$ cat config.mk
export PLATFORM = sky130hd
export DESIGN_NAME = nzcv_flag_unit
export DESIGN_NICKNAME = d
export VERILOG_FILES = /design/src/rtl/nzcv_flag_unit.sv
export SDC_FILE = /design/constraint.sdc
export NUM_CORES = 1
export LEC_CHECK = 0
export ABC_AREA = 0
export CAP_MARGIN = 30
export CORE_MARGIN = 3
export CORE_UTILIZATION = 26
export DETAILED_ROUTE_END_ITERATION = 16
export GPL_TIMING_DRIVEN = 0
export PLACE_DENSITY_LB_ADDON = 0.15
export SLEW_MARGIN = 20
export SYNTH_ARGS = -nofsm -noshare
export SYNTH_HDL_FRONTEND = slang
export SYNTH_SLANG_ARGS = --single-unit
$ cat constraint.sdc
create_clock -name clk_i -period 1 [get_ports clk_i]
set_input_delay 0.2 -clock clk_i [delete_from_list [all_inputs] [get_ports clk_i]]
set_output_delay 0.2 -clock clk_i [all_outputs]
set_load 0.02 [all_outputs]
$ cat src/rtl/nzcv_flag_unit.sv
// NZCV condition-code producer: computes flags from EX results, holds them in a
// pending stage and then the architectural register, and keeps a shadow copy for interrupts.
module nzcv_flag_unit #(
  parameter int WIDTH = 16
) (
  input  logic             clk_i,
  input  logic             reset_i,
  input  logic             valid_i,
  input  logic             set_flags_i,
  input  logic [2:0]       op_i,
  input  logic [WIDTH-1:0] a_i,
  input  logic [WIDTH-1:0] b_i,
  input  logic [WIDTH-1:0] result_i,
  input  logic             carry_i,
  input  logic             stall_i,
  input  logic             flush_i,
  input  logic             save_i,
  input  logic             restore_i,
  output logic             negative_o,
  output logic             zero_o,
  output logic             carry_o,
  output logic             overflow_o,
  output logic [3:0]       nzcv_fwd_o,
  output logic             pending_o
);

  localparam logic [2:0] OP_ADD   = 3'b000;
  localparam logic [2:0] OP_SUB   = 3'b001;
  localparam logic [2:0] OP_LOGIC = 3'b010;
  localparam logic [2:0] OP_SHIFT = 3'b011;

  logic [3:0] arch_q;
  logic [3:0] pend_q;
  logic [3:0] shadow_q;
  logic       pend_valid_q;

  logic [3:0] new_flags;
  logic       op_defined;
  logic       capture;
  logic       commit;

  logic a_msb, b_msb, r_msb;
  assign a_msb = a_i[WIDTH-1];
  assign b_msb = b_i[WIDTH-1];
  assign r_msb = result_i[WIDTH-1];

  // Only the sign bits of the operands matter for overflow detection.
  logic unused_operand_bits;
  assign unused_operand_bits = ^{a_i[WIDTH-2:0], b_i[WIDTH-2:0]};

  // Flags that this op leaves alone come from the newest value, i.e. the one
  // about to commit when an update is still pending.
  assign nzcv_fwd_o = pend_valid_q ? pend_q : arch_q;

  always_comb begin
    // NOTE: every output of this block gets a default first so no latch is inferred.
    new_flags  = nzcv_fwd_o;
    op_defined = 1'b1;
    new_flags[3] = r_msb;
    new_flags[2] = (result_i == '0);
    case (op_i)
      OP_ADD: begin
        new_flags[1] = carry_i;
        new_flags[0] = (a_msb == b_msb) && (r_msb != a_msb);
      end
      OP_SUB: begin
        new_flags[1] = carry_i;
        new_flags[0] = (a_msb != b_msb) && (r_msb != a_msb);
      end
      OP_LOGIC: ;
      OP_SHIFT: new_flags[1] = carry_i;
      default:  op_defined = 1'b0;
    endcase
  end

  // Restore wins over both pipeline stages; flush wins over stall.
  assign capture = valid_i && set_flags_i && op_defined && !stall_i && !flush_i && !restore_i;
  assign commit  = pend_valid_q && !stall_i && !flush_i;

  always_ff @(posedge clk_i or posedge reset_i) begin
    if (reset_i) begin
      arch_q       <= '0;
      pend_q       <= '0;
      shadow_q     <= '0;
      pend_valid_q <= 1'b0;
    end else begin
      // NOTE: non-blocking assignments make save+restore a true swap, since both read pre-edge values.
      if (save_i) shadow_q <= arch_q;

      if (restore_i)   arch_q <= shadow_q;
      else if (commit) arch_q <= pend_q;

      if (capture) pend_q <= new_flags;

      if (restore_i || flush_i) pend_valid_q <= 1'b0;
      else if (!stall_i)        pend_valid_q <= capture;
    end
  end

  assign negative_o = arch_q[3];
  assign zero_o     = arch_q[2];
  assign carry_o    = arch_q[1];
  assign overflow_o = arch_q[0];
  assign pending_o  = pend_valid_q;

endmodule

==> results of run 1 <==
==> cell type report <==
cell class | count | area share
tap | 30 | 0.03052
timing repair buffer | 42 | 0.3408
multi-input combinational | 46 | 0.3266
sequential | 13 | 0.2655
inverter | 2 | 0.006104
clock buffer | 4 | 0.02136
buffer | 1 | 0.009156
==> worst reg2reg max path, stage by stage (launching register included) <==
cell	delay, ns
dfrtp_2	0.48
buf_4	0.16
buf_4	0.13
a21oi_4	0.23
nand2_1	0.09
o21ai_1	0.10
==> repair_timing <==
item / in CTS / in global routing
gates resized for setup: 58 / 22
buffers inserted: 3 / 2
pin swaps: 4 / 11
cloned: 0 / 0
hold buffers: 0 / 0
setup endpoints to repair: 18 / 17
==> metrics by stage <==
stage	worst slack, ns	hold WS, ns	setup TNS (ns)
final	-0.4130	0.1601	-3.272
after global routing	-0.4564	0.1458	-4.151
after CTS	-0.4322	0.1720	-3.090
after detailed placement	-0.6466	0.4570	-9.126
after global placement	-0.6209	0.4614	-8.924
after floorplan	-0.1446	0.07689	-0.9565
==> kinds of logic after synthesis <==
group                  Yosys count
AO/OA/AOI/OAI                   10
XOR/XNOR                         1
buffers and inverters            3
flip-flops                      13
multiplexers                    16
AND/OR/NAND/NOR                 19
==> sequential cells by signal (all words and copies together) (netlist names) <==
name,flops
pend_q,4
pending_o,1
shadow_q,4
arch_q,4
==> cell usage after synthesis <==
master / count
a21oi_1: 2
buf_6: 1
dfrtp_1: 13
inv_1: 2
mux2_2: 8
mux2_4: 1
mux2i_1: 7
nand2_1: 8
nand2b_1: 2
nand3_4: 1
nand4_1: 1
nor2_1: 2
nor4_1: 4
nor4_4: 1
o21ai_0: 6
o21ai_1: 1
o31ai_1: 1
xnor2_1: 1
==> report_power, final <==
| group | leakage (nW) | internal, mW | switching [mW] |
|---|---|---|---|
| Sequential | 0.175 | 0.581 | 0.0468 |
| Clock | 0.0150 | 0.155 | 0.167 |
| Combinational | 0.409 | 0.260 | 0.173 |
| Total | 0.599 | 0.996 | 0.387 |
==> layer usage <==
layer,up-vias,GRT usage,wire [um]
met5,-,0,0
li1,317,-,-
met4,0,0.009934,0
met3,0,0.06013,173
met1,311,0.1444,764
met2,24,0.1839,999
==> how the worst min path moves through the flow <==
| stage | depth (start not counted) | slack [ns] | endpoint |
|---|---|---|---|
| 6_report | 2 | 0.16 | pending_o |
| 5_1_grt | 2 | 0.15 | pending_o |
| 4_1_cts | 2 | 0.17 | pending_o |
| 3_5_place_dp | 2 | 0.46 | pending_o |
| 3_3_place_gp | 2 | 0.46 | pending_o |
| 2_1_floorplan | 1 | 0.08 | arch_q[0] |
==> results by stage, run 1 <==
Finish:
- After filler insertion, the fill cell instance count of the layout stands at 250.
- The final non-filler cell total is 138.
- The post-layout utilization of the core is 0.4876.
- The register area is 326.6 sq um.
- The footprint of the multi-input gates is 401.6 sq um.
- Relative to the synthesized area, the layout overhead comes to 75.54%.
- Leaving out fill and tap cells, the most frequent cell in the layout is clkdlybuf4s50_1.
- The top cell types in the final layout, fill and taps aside, are clkdlybuf4s50_1 (17), dfrtp_1 (12), buf_6 (8), nand2_1 (8), dlymetal6s2s_1 (8).
- The final antenna diode count is 0.
- The count of nets after finishing is 169.
- The fraction of layout cells with a size suffix above 1 is 0.3333.
- The post-layout instance area is 0.001230 sq mm.

Yosys:
- The flip-flop and latch count after synthesis is 13.
- Of the total synthesized cell area, the portion taken by XOR and XNOR cells is 0.01250.
- By area, the combinational part of the netlist is dominated by multiplexers.
- During synthesis, Yosys emitted a total of 0 warnings.
- After synthesis the cells add up to around 700 sq um.
- Synthesis produced 62 cells.
- The area fraction in compound gates after synthesis came to 0.07500.
- The biggest area contributor in the post-synthesis netlist is dfrtp_1.
- The post-synthesis share of cell area spent on and, or, nand and nor gates is 0.1714.
- In this run the mean area of a mapped cell was between 10 and 15 sq um.
- The count of different cell masters after synthesis is 18.
- The share of cell area taken by muxes after synthesis is 0.2500.
- Of the total synthesized cell area, the portion taken by full adders, half adders and majority gates is 0.
- The area share of the largest cell type after synthesis is 0.4643.
- Sorting the synthesized cells by area gives the leading types as dfrtp_1 (46%), mux2_2 (13%), mux2i_1 (10%).
- The share of the Yosys chip area taken by registers is 0.4643.
- The number of nets handed over by synthesis was 122.

Setup path:
- The worst setup path is captured at a primary output.
- The origin of the worst setup path is pending_o.
- The worst setup path is launched from a register.
- The signal on the critical path passes through mux2_4, buf_6.
- The critical path class is register to primary output.
- The critical path runs through a total of 2 cells.
- The combined buffer and inverter count along the critical path is 1.
- STA puts the critical path data arrival time at ~1.2 ns.
- The end point of the critical path is nzcv_fwd_o[0].
- Grouping stages by cell kind, the critical path spends the most delay in flip-flops.
- Of all nets on the critical path, the largest fanout is 5.
- The worst flop-to-flop path endpoint is arch_q[3].
- The worst setup slack for register-to-register paths is -0.27 ns.
- The startpoint of the most critical register-to-register path is pending_o.
- The data required time of the worst path is 0.80 ns.
- For this design, the slowest cell found on the critical path is dfrtp_2.
- The length in cells of the worst reg-to-reg path is 5.
- The maximum single-stage delay on the critical path is 0.48 ns.

Placed design:
- The total cell area at the placement stage is 0.001117 sq mm.
- The final estimated routing congestion in global placement is 0.6893.
- The number of buffers added on ports is 37.
- Detailed placement finished with a half-perimeter wire length of 1377 um.
- Once placement completed, the tool counted placed cells totaling about 130.

Timing:
- Setup repair after global routing could not meet its margin everywhere.
- The headroom to the max-slew limit is 0.6643.
- The portion of the clock cycle consumed by the worst path in the final layout is 1.413.
- The maximum clock rate is 707.7 MHz.
- The final number of max-transition violations is 0.
- The clock skew after layout is 0.006142 ns.
- Setup violations remaining at the end of the flow were counted as 16.
- Across all setup checks in the final design, the least slack found is -0.4130 ns.
- The number of hold violations in the final report came to 0.
- The slew at the pin closest to its max-slew limit is 0.5030 ns.
- The clock period minus final worst setup slack is 1.413 ns.

CTS:
- The maximum buffer depth of the clock tree is 2.
- Clock-pin slew was measured on the worst setup and hold paths at 0.08 ns.
- Clock latency on the worst-skew pair, taken at its later pin, is 0.27 ns.
- CTS built an H-tree with a depth of 1.
- The cell at the root of the clock tree is clkbuf_4.
- The TritonCTS sink count is 13.
- Counting the buffers created by CTS gives 3.
- The TritonCTS clock tree is built.

Status:
- The flow ran to the end, but the final reports show violations.
- The checks that failed: negative setup slack.

Floorplanning:
- The vertical extent of the die is just under 60 um.
- The horizontal die dimension is 57.91 um.
- The core area is about 0.0025 sq mm.
- For this configuration, the core starts out at a cell density of 0.2778.
- The floorplan has 18 rows.
- During I/O placement, the number of pins put on the boundary was 69.
- The area of the die is 0.003354 sq mm.

Hold path:
- The startpoint identified for the worst hold timing path is flush_i.
- The tightest min-delay check is of the input pin to register type.

Route:
- The detailed-router iteration count before antenna repair is 5.
- The total number of vias is 652.
- After detailed routing, the average wire length per cell comes to 14.04 um.
- In this run the remaining antenna-violating nets after routing total 0.
- In the routed layout, each cell is associated on average with a via count of 4.725.
- The remaining design rule violation count is 0.
- The routed wire length is approximately 1900 um.
- The violation count after the first detailed-route iteration is 14.

Job:
- The count of maximum capacitance violations is 0.

Global route:
- For this run the aggregate overflow at the end of global routing stands at 0.
- The via count of the first global-routing pass came to 652.
- Entering global routing, the biggest net connects 14 pins.
- The initial antenna violation count came to 0.
- The global-route wire length before repair is 2939 um.
- Across every metal layer, demand over resource in global routing totals 0.1151.

Power and ir drop:
- Power spread over the standard cell area amounts to between 1000 and 1500 mW/mm^2.
- IR analysis of the VDD net gives a maximum drop of 1.023 mV.
- The completed layout was analyzed and its total power is 1.384 mW.
- The leakage power is between 0.5 and 0.6 nW.
Note: power is estimated with default switching activity, not from simulation.
==> run 2: changes to the inputs <==
--- a/config.mk
+++ b/config.mk
@@ -12,7 +12,6 @@
 export DETAILED_ROUTE_END_ITERATION = 16
 export GPL_TIMING_DRIVEN = 0
 export PLACE_DENSITY_LB_ADDON = 0.15
-export SLEW_MARGIN = 20
 export SYNTH_ARGS = -nofsm -noshare
 export SYNTH_HDL_FRONTEND = slang
 export SYNTH_SLANG_ARGS = --single-unit
==> results of run 2 <==
No change in the layout: final DEF, timing and power equal those of run 1.
==> run 3: changes to the inputs <==
--- a/config.mk
+++ b/config.mk
@@ -6,7 +6,7 @@
 export NUM_CORES = 1
 export LEC_CHECK = 0
 export ABC_AREA = 0
-export CAP_MARGIN = 30
+export CAP_MARGIN = 20
 export CORE_MARGIN = 3
 export CORE_UTILIZATION = 26
 export DETAILED_ROUTE_END_ITERATION = 16
==> results of run 3 <==
No change in the layout: final DEF, timing and power equal those of run 1.
